`src/rtl/l2_pkg.sv`:
```
// Shared defaults and lane-entry layout for the L2 tile response block.
package l2_pkg;
  localparam int TILES_DEF  = 4;
  localparam int CLID_W_DEF = 4;
  localparam int DEPTH_DEF  = 4;
  localparam int LAT_DEF    = 8;

  // Fields are sized for the widest legal configuration (clid up to 16 bits, LAT up to 255).
  localparam int CLID_W_MAX = 16;
  localparam int CNT_W_MAX  = 8;

  typedef struct packed {
    logic [CLID_W_MAX-1:0] clid;
    logic [CNT_W_MAX-1:0]  cnt;
  } l2_entry_t;
endpackage

```
`src/rtl/l2_tile_rsp_lane.sv`:
```
// One tile lane: an in-order queue whose entries mature LAT cycles after acceptance.
// Optional pop counter enabled by L2_TILE_RSP_PERF_EN.
module l2_tile_rsp_lane
  import l2_pkg::*;
#(
  parameter int clid_width = CLID_W_DEF,
  parameter int depth      = DEPTH_DEF,
  parameter int LAT        = LAT_DEF
) (
  input  logic                  clk,
  input  logic                  reset,
  input  logic                  req_v,
  output logic                  req_r,
  input  logic [clid_width-1:0] req_clid,
  output logic                  rsp_v,
  input  logic                  rsp_r,
  output logic [clid_width-1:0] rsp_clid
`ifdef L2_TILE_RSP_PERF_EN
  ,
  output logic [15:0]           rsp_cnt
`endif
);
  localparam int AW = $clog2(depth);
  localparam logic [CNT_W_MAX-1:0] CNT_LOAD = CNT_W_MAX'(LAT - 1);

  l2_entry_t       entry_q [depth];
  logic [AW-1:0]   wr_ptr_q;
  logic [AW-1:0]   rd_ptr_q;
  logic [AW:0]     count_q;
  l2_entry_t       head;
  logic            push;
  logic            pop;

  assign head     = entry_q[rd_ptr_q];
  // Ready depends only on stored occupancy, so a pop never frees a slot in the same cycle.
  assign req_r    = (count_q < (AW+1)'(depth));
  assign rsp_v    = (count_q != '0) && (head.cnt == '0);
  assign rsp_clid = rsp_v ? head.clid[clid_width-1:0] : '0;
  assign push     = req_v && req_r;
  assign pop      = rsp_v && rsp_r;

  always_ff @(posedge clk or negedge reset) begin
    if (!reset) begin
      wr_ptr_q <= '0;
      rd_ptr_q <= '0;
      count_q  <= '0;
      for (int k = 0; k < depth; k++) entry_q[k] <= '0;
    end else begin
      for (int k = 0; k < depth; k++) begin
        if (entry_q[k].cnt != '0) entry_q[k].cnt <= entry_q[k].cnt - CNT_W_MAX'(1);
      end
      if (push) begin
        entry_q[wr_ptr_q].clid <= CLID_W_MAX'(req_clid);
        entry_q[wr_ptr_q].cnt  <= CNT_LOAD;
        wr_ptr_q               <= wr_ptr_q + AW'(1);
      end
      if (pop) rd_ptr_q <= rd_ptr_q + AW'(1);
      if (push && !pop)      count_q <= count_q + (AW+1)'(1);
      else if (pop && !push) count_q <= count_q - (AW+1)'(1);
    end
  end

`ifdef L2_TILE_RSP_PERF_EN
  always_ff @(posedge clk or negedge reset) begin
    if (!reset)   rsp_cnt <= '0;
    else if (pop) rsp_cnt <= rsp_cnt + 16'd1;
  end
`endif
endmodule

```
`src/rtl/l2_tile_rsp.sv`:
```
// Per-tile fixed-latency response return: TILES independent lanes, no shared state.
// Per-tile response counters are compiled in with L2_TILE_RSP_PERF_EN.
module l2_tile_rsp
  import l2_pkg::*;
#(
  parameter int TILES      = TILES_DEF,
  parameter int clid_width = CLID_W_DEF,
  parameter int depth      = DEPTH_DEF,
  parameter int LAT        = LAT_DEF
) (
  input  logic                        clk,
  input  logic                        reset,
  input  logic [TILES-1:0]            i_tile_req_v,
  output logic [TILES-1:0]            i_tile_req_r,
  input  logic [TILES*clid_width-1:0] i_tile_req_clid,
  output logic [TILES-1:0]            o_tile_rsp_v,
  input  logic [TILES-1:0]            o_tile_rsp_r,
  output logic [TILES*clid_width-1:0] o_tile_rsp_clid
`ifdef L2_TILE_RSP_PERF_EN
  ,
  output logic [TILES*16-1:0]         o_rsp_cnt
`endif
);
  for (genvar i = 0; i < TILES; i++) begin : g_lane
    l2_tile_rsp_lane #(
      .clid_width (clid_width),
      .depth      (depth),
      .LAT        (LAT)
    ) u_lane (
      .clk      (clk),
      .reset    (reset),
      .req_v    (i_tile_req_v[i]),
      .req_r    (i_tile_req_r[i]),
      .req_clid (i_tile_req_clid[i*clid_width +: clid_width]),
      .rsp_v    (o_tile_rsp_v[i]),
      .rsp_r    (o_tile_rsp_r[i]),
      .rsp_clid (o_tile_rsp_clid[i*clid_width +: clid_width])
`ifdef L2_TILE_RSP_PERF_EN
      ,
      .rsp_cnt  (o_rsp_cnt[i*16 +: 16])
`endif
    );
  end
endmodule

```
`config.mk`:
```
export PLATFORM = sky130hd
export DESIGN_NAME = l2_tile_rsp
export DESIGN_NICKNAME = d
export VERILOG_FILES = /design/src/rtl/l2_pkg.sv /design/src/rtl/l2_tile_rsp_lane.sv /design/src/rtl/l2_tile_rsp.sv
export SDC_FILE = /design/constraint.sdc
export NUM_CORES = 1
export LEC_CHECK = 0
export BUFFER_PORTS_ARGS = -buffer_cell sky130_fd_sc_hd__clkbuf_2
export CAP_MARGIN = 10
export CORE_UTILIZATION = 40
export DETAILED_ROUTE_END_ITERATION = 10
export GPL_TIMING_DRIVEN = 0
export PLACE_DENSITY = 0.67
export SYNTH_ARGS = -nofsm -noshare
export SYNTH_HDL_FRONTEND = slang
export SYNTH_SLANG_ARGS = --single-unit
```
`constraint.sdc`:
```
create_clock -name clk -period 6.6 [get_ports clk]
set_input_delay 0 -clock clk [delete_from_list [all_inputs] [get_ports clk]]
set_output_delay 0 -clock clk [all_outputs]
set_load 0.05 [all_outputs]
```
==> run_results.csv, run 1 <==
group,metric,value,unit
run_status,status,"completed",
power_and_ir_drop,internal-power,4.07,mW
finish,diodes,0,
clock_tree,post_cts_resized,0,
floorplanning,io_pins,50,
drt,drt_iter0_markers,420,
yosys,ys_ff_latch,220,
critical_path,critPathRequiredTime,7.01,ns
floorplanning,fp.dieW,170,µm
floorplanning,die-area,28900,µm²
floorplanning,num_rows,61,
floorplanning,initial_core_util,0.406,
critical_path,reg2reg_depth,8,
drt,drtAntennaViolNets,0,
clock_tree,cts_root_buf,"clkbuf_16",
clock_tree,cts_sinks,220,
finish,drive_gt1_frac,0.191,
place,gp_congestion,0.759,
floorplanning,coreArea,27800,µm²
power_and_ir_drop,swShare,0.370,
global_routing,antenna_found_initial,0,
critical_path,reg2reg_slack,3.77,ns
global_routing,grt_max_degree,95,
yosys,synth_ff_type,"dfrtp_1",
timing,setup_violations,0,
clock_tree,insertion_delay,0.53,ns
timing,fmax,354,MHz
power_and_ir_drop,peakVddDrop,262,µV
power_and_ir_drop,clkPwrFrac,0.216,
yosys,synth-edff-count,0,
timing,worst_slew_pin_slew,0.666,ns
clock_tree,ctsHoldBuffers,21,
yosys,synth_cells,1030,
place,dp_hpwl,13800,µm
drt,wl_per_cell,13.3,µm
place,port-buffer-count,49,
yosys,synthArstFlopShare,1.00,
timing,timing.final.crit_share,0.428,
critical_path,crit_start,"g_lane[1].u_lane.entry_q[26]",
power_and_ir_drop,combPwrFrac,0.381,
clock_tree,cts.htree.levels,1,
critical_path,r2r-end,"g_lane[1].u_lane.count_q[1]",
global_routing,grt_pass1_vias,7483,
drt,via_count,7552,
timing,relSlewSlack,0.552,
yosys,ys_seq_area_frac,0.488,
critical_path,crit_fanout,6,
yosys,avgSynthCellArea,11.0,µm²
finish,finalNetCount,1212,
clock_tree,cts_tree,"done",
yosys,yosysUniqueCellTypes,57,
yosys,syn_nets,1112,
flow_run,drv_cap,0,
clock_tree,cts_setup_buffers,0,
power_and_ir_drop,seqPwrFrac,0.403,
timing,slew_viol_final,0,
drt,drc,0,
drt,drt-total-wl,20200,µm
power_and_ir_drop,power,6.46,mW
finish,layout_common_cells,"dfrtp_1 (220), nand2_1 (123), nor2_1 (112)",
drt,viasPerCell,4.95,
clock_tree,numCtsBuffers,26,
finish,fin_util,0.473,
timing,fin_skew,0.0185,ns
drt,drtPass1Iterations,4,
critical_path,worstSetupPathType,"reg -> reg",
timing,min_period,2.83,ns
timing,rsz0062_at_grt,"no",
global_routing,grt_pass1_wl,35200,µm
global_routing,grt_usage,0.146,
global_routing,grt_overflow,0,
critical_path,end_kind,"flop",
power_and_ir_drop,p_sw,2.39,mW
hold_path,min_path_type,"in -> async",
critical_path,worstSetupStartpointType,"flop",
power_and_ir_drop,power.density,492,nW/µm²
critical_path,cp_data_arrival_time,3.24,ns
yosys,ys_warn_count,0,
timing,setup_tns,0,ns
critical_path,reg2reg_from,"g_lane[1].u_lane.entry_q[26]",
finish,area_growth,16.3,%
power_and_ir_drop,power_leakage,5.95,nW
floorplanning,die_y,170,µm
timing,hold_violations,0,
yosys,syn_area,11300,µm²
clock_tree,clk_pin_slew,0.06,ns
clock_tree,clockBufferDepth,3,
finish,final_common_cell,"dfrtp_1",
finish,nFillCells,2559,
Yosys cell counts (all sizes together), types with 2 or more instances:
library cell	count	area share
dfrtp	220	0.49
nand2	124	0.041
nor2	112	0.037
mux2	75	0.075
xnor2	68	0.053
inv	54	0.018
ha	52	0.058
xor2	45	0.035
nor4	33	0.025
a21oi	23	0.010
o21ai	23	0.010
nand3	22	0.0098
and3	16	0.0089
mux4	16	0.032
clkbuf	15	0.0050
nor3	13	0.0058
o31ai	12	0.0080
or4	12	0.0090
buf	10	0.0062
and2	8	0.0044
nand2b	8	0.0047
nor4b	7	0.0081
a31oi	6	0.0039
nand4	6	0.0033
o211ai	5	0.0033
or3	5	0.0028
a211oi	4	0.0031
fa	4	0.0071
nor2b	4	0.0022
a21o	3	0.0020
and4bb	3	0.0033
nand3b	3	0.0020
nor3b	3	0.0020
a2111o	2	0.0020
and4	2	0.0016
nand4b	2	0.0016
or2	2	0.0011
stage by stage:
stage | hold WS (ns) | instances | area [µm²] | setup WS (ns)
finish | 0.0147 | 1527 | 13100 | 3.77
global route | 0.0383 | 1527 | 13100 | 3.57
global placement | 0.286 | 1457 | 12000 | 1.04
detailed placement | -0.00426 | 1459 | 12100 | 3.79
floorplan | -0.296 | 1030 | 11300 | 3.97
CTS | 0.0121 | 1527 | 13100 | 3.78
kinds of logic after synthesis:
group | count (synthesis) | share of synthesized area
flops | 220 | 0.488
simple gates | 387 | 0.176
compound gates | 84 | 0.0473
buf+inv | 79 | 0.0292
fa+ha+maj | 56 | 0.0647
xor+xnor | 113 | 0.0877
mux | 91 | 0.107
power groups by stage:
| stage | Clock, mW | Sequential (mW) | Combinational (mW) |
|---|---|---|---|
| 2_1_floorplan | 0 | 2.48 | 2.06 |
| 3_3_place_gp | 0 | 2.59 | 2.39 |
| 3_5_place_dp | 0 | 2.62 | 2.48 |
| 4_1_cts | 1.44 | 2.61 | 2.50 |
| 5_1_grt | 1.49 | 2.71 | 2.80 |
| 6_report | 1.40 | 2.61 | 2.46 |
critical path: stages, from the launching register on:
cell and delay [ns]:
dfrtp_1 0.43, nor4_2 0.43, a31oi_1 0.24, a211oi_2 0.46, nand3_1 0.16, ha_1 0.25
inv_1 0.07, fa_1 0.41, mux2_2 0.26
layer usage:
| metal | routed length, µm | up-vias | GRT usage | part of all wire |
|---|---|---|---|---|
| met3 | 555 | 32 | 0.0230 | 0.027 |
| met4 | 431 | 0 | 0.0360 | 0.021 |
| met2 | 9370 | 84 | 0.241 | 0.46 |
| met5 | 0 | - | 0 | 0 |
| met1 | 9890 | 3697 | 0.199 | 0.49 |
| li1 | - | 3739 | - | - |
how the worst max path moves through the flow:
stage | end | cells after the start
3_3_place_gp | asynchronous set/reset pin | 1
5_1_grt | g_lane[1].u_lane.count_q[1] | 8
4_1_cts | g_lane[1].u_lane.count_q[1] | 8
6_report | g_lane[1].u_lane.count_q[1] | 8
3_5_place_dp | g_lane[0].u_lane.count_q[1] | 8
2_1_floorplan | g_lane[0].u_lane.count_q[1] | 8
area by class of cell:
type | count | area (µm²) | area share
Sequential cell | 220 | 5510 | 0.419
Buffer | 25 | 126 | 0.00963
Clock inverter | 9 | 83.8 | 0.00639
Clock buffer | 38 | 766 | 0.0583
Inverter | 54 | 203 | 0.0154
Timing Repair Buffer | 72 | 519 | 0.0396
Multi-Input combinational cell | 731 | 5450 | 0.415
Tap cell | 378 | 473 | 0.0360
No activity file was read; power rests on OpenSTA's default activity.
==> run 2: changes to the inputs <==
ABC_AREA = 1   (was default)
clock period = 2.75 ns   (was 6.6 ns; I/O delays follow)
==> run 2 against run 1 <==
Compared with the run above:
- global-route usage increased by 1.1 points
- first-iteration DRC count increased by 11%
- routed wire length increased by 7.3%
- count of clock-buffer cells in the layout increased by 9
- critical path depth increased by 1
- clock power increased by 140%
- worst hold slack improved by 0.089 ns
- final cell count increased by 22%
- critical path type unchanged
- critical endpoint is now g_lane[2].u_lane.count_q[1]
==> run_results.csv, run 2 <==
group,metric,value,unit
run_status,status,"completed",
yosys,yosys.area.top_type,"dfrtp_1",
global_routing,grt_overflow,0,
timing,timing.final.crit_share,0.894,
place,dp_hpwl,15300,µm
timing,relSlewSlack,0.591,
drt,viasPerCell,4.67,
place,gp_congestion,0.809,
yosys,ys_seq_area_frac,0.483,
yosys,synthArstFlopShare,1.00,
floorplanning,initial_core_util,0.408,
finish,final_common_cell,"nand2_1",
critical_path,reg2reg_from,"g_lane[2].u_lane.rd_ptr_q[0]",
yosys,synth_common_cells,"nand2_1 (274), dfrtp_1 (220), nor2_1 (220)",
yosys,ys_warn_count,0,
yosys,synth_ff_type,"dfrtp_1",
power_and_ir_drop,p_sw,6.62,mW
critical_path,worstSetupStartpointType,"flop",
critical_path,reg2reg_depth,9,
power_and_ir_drop,internal-power,9.46,mW
yosys,synth-edff-count,0,
floorplanning,die-area,29200,µm²
power_and_ir_drop,swShare,0.412,
critical_path,reg2reg_slack,0.29,ns
drt,wl_per_cell,11.7,µm
global_routing,grt_max_degree,111,
drt,via_count,8675,
global_routing,grt_pass1_vias,8515,
timing,fin_hold_ws,0.103,ns
floorplanning,die_y,171,µm
global_routing,grt_usage,0.156,
drt,drtAntennaViolNets,0,
critical_path,crit_fanout,10,
power_and_ir_drop,combPwrFrac,0.426,
yosys,yosysMostFrequentCell,"nand2_1",
global_routing,antenna_found_initial,0,
yosys,ys_ff_latch,220,
floorplanning,fp.dieW,171,µm
drt,drc,0,
yosys,yosys.area.top_type_share,0.483,
finish,area_growth,16.6,%
critical_path,cp_data_arrival_time,2.87,ns
clock_tree,clk_pin_slew,0.06,ns
yosys,synth_cells,1354,
yosys,syn_area,11400,µm²
finish,diodes,0,
critical_path,critPathRequiredTime,3.16,ns
clock_tree,post_cts_resized,0,
timing,setup_violations,0,
power_and_ir_drop,power.density,1210,nW/µm²
yosys,avgSynthCellArea,8.42,µm²
global_routing,grt_pass1_wl,38300,µm
floorplanning,num_rows,61,
drt,drt-total-wl,21700,µm
floorplanning,coreArea,27900,µm²
timing,rsz0062_at_grt,"no",
power_and_ir_drop,clkPwrFrac,0.210,
floorplanning,io_pins,50,
critical_path,crit_start,"g_lane[2].u_lane.rd_ptr_q[0]",
finish,fin_util,0.476,
place,port-buffer-count,49,
clock_tree,cts_tree,"done",
yosys,syn_nets,1436,
timing,hold_violations,0,
flow_run,drv_cap,0,
timing,fmax,407,MHz
critical_path,r2r-end,"g_lane[2].u_lane.count_q[1]",
timing,worst_slew_pin_slew,0.614,ns
finish,finalNetCount,1541,
clock_tree,insertion_delay,0.53,ns
timing,min_period,2.46,ns
clock_tree,numCtsBuffers,26,
timing,slew_viol_final,0,
finish,layout_common_cells,"nand2_1 (274), nor2_1 (220), dfrtp_1 (220)",
critical_path,cp-endpoint,"g_lane[2].u_lane.count_q[1]",
power_and_ir_drop,seqPwrFrac,0.364,
yosys,synthTopCellsByArea,"dfrtp_1 (48%), nand2_1 (9.0%), nor2_1 (7.2%)",
timing,fin_skew,0.00841,ns
finish,drive_gt1_frac,0.108,
power_and_ir_drop,power,16.1,mW
drt,drtPass1Iterations,5,
yosys,yosysUniqueCellTypes,30,
power_and_ir_drop,power_leakage,6.54,nW
critical_path,end_kind,"flop",
critical_path,worstSetupPathType,"reg -> reg",
clock_tree,clockBufferDepth,3,
hold_path,min_path_type,"in -> async",
drt,drt_iter0_markers,467,
clock_tree,cts_root_buf,"clkbuf_16",
power_and_ir_drop,peakVddDrop,511,µV
clock_tree,cts.htree.levels,1,
clock_tree,cts_sinks,220,
-- run 2: changes by cell type after synthesis, sizes merged, moves of 15 or more --
cell   before  now
a21oi      23   38
xnor2      68   41
inv        54  159
mux2       75    4
nor2      112  240
nor4       33    0
mux4       16    0
and3       16    0
o21ai      23  127
nand2     124  277
nand3      22   47
-- run 2: cell type report --
class | instances | area (µm²)
buffer | 34 | 164
clock buffer | 47 | 851
clock inverter | 1 | 5.00
fill | 2688 | 14600
inverter | 160 | 601
multi-input combinational | 940 | 5130
sequential | 220 | 5510
tap | 378 | 473
timing repair buffer | 77 | 569
-- run 2: worst min path at each step --
| stage | startpoint | endpoint | depth (start not counted) |
|---|---|---|---|
| final | reset | g_lane[2].u_lane.entry_q[76] | 3 |
| after global routing | reset | g_lane[2].u_lane.entry_q[76] | 3 |
| after CTS | reset | g_lane[2].u_lane.entry_q[76] | 3 |
| after detailed placement | reset | g_lane[2].u_lane.entry_q[73] | 1 |
| after global placement | o_tile_rsp_r[1] | g_lane[1].u_lane.rd_ptr_q[0] | 3 |
| after floorplan | reset | asynchronous set/reset pin | 0 |
-- run 2: cell families (layout without fill, tap and decap cells) --
kind of cell | count (synthesis) | count (layout) | synth area share
xor+xnor | 91 | 91 | 0.0699
buf+inv | 194 | 319 | 0.0670
simple gates | 599 | 599 | 0.218
flops | 220 | 220 | 0.483
mux | 4 | 4 | 0.00395
compound gates | 190 | 190 | 0.0941
fa+ha+maj | 56 | 56 | 0.0641
-- run 2: per-stage QoR --
stage / instances / TNS (ns) / cell area, µm² / setup slack, ns
floorplan: 1354 / 0 / 11400 / 0.603
global placement: 1781 / -622.65 / 12100 / -2.86
detailed placement: 1783 / 0 / 12200 / 0.302
CTS: 1857 / 0 / 13300 / 0.290
global route: 1857 / 0 / 13300 / 0.0910
finish: 1857 / 0 / 13300 / 0.291
-- run 2: layer usage --
metal | GRT usage | part of all wire
met4 | 0.0427 | 0.023
met3 | 0.0243 | 0.031
met1 | 0.204 | 0.48
met5 | 0 | 0
met2 | 0.268 | 0.46
-- run 2: power by group through the flow --
stage / combinational [mW] / sequential (mW) / clock, mW
3_3_place_gp: 6.66 / 5.85 / 0
5_1_grt: 7.91 / 6.06 / 3.60
3_5_place_dp: 6.87 / 5.89 / 0
4_1_cts: 6.93 / 5.86 / 3.48
2_1_floorplan: 5.59 / 5.64 / 0
6_report: 6.84 / 5.86 / 3.38
-- run 2: what timing repair did --
item	CTS	global route
buffers inserted	0	0
hold endpoints to repair	191	0
hold buffers	26	0
-- run 2: worst max-delay path, cell delays in order (launching register included) --
cell      delay, ns
dfrtp_1        0.40
inv_1          0.15
clkbuf_1       0.35
nand4_1        0.17
nand3_1        0.10
nand4_1        0.15
ha_1           0.24
inv_1          0.09
fa_1           0.41
mux2_2         0.27
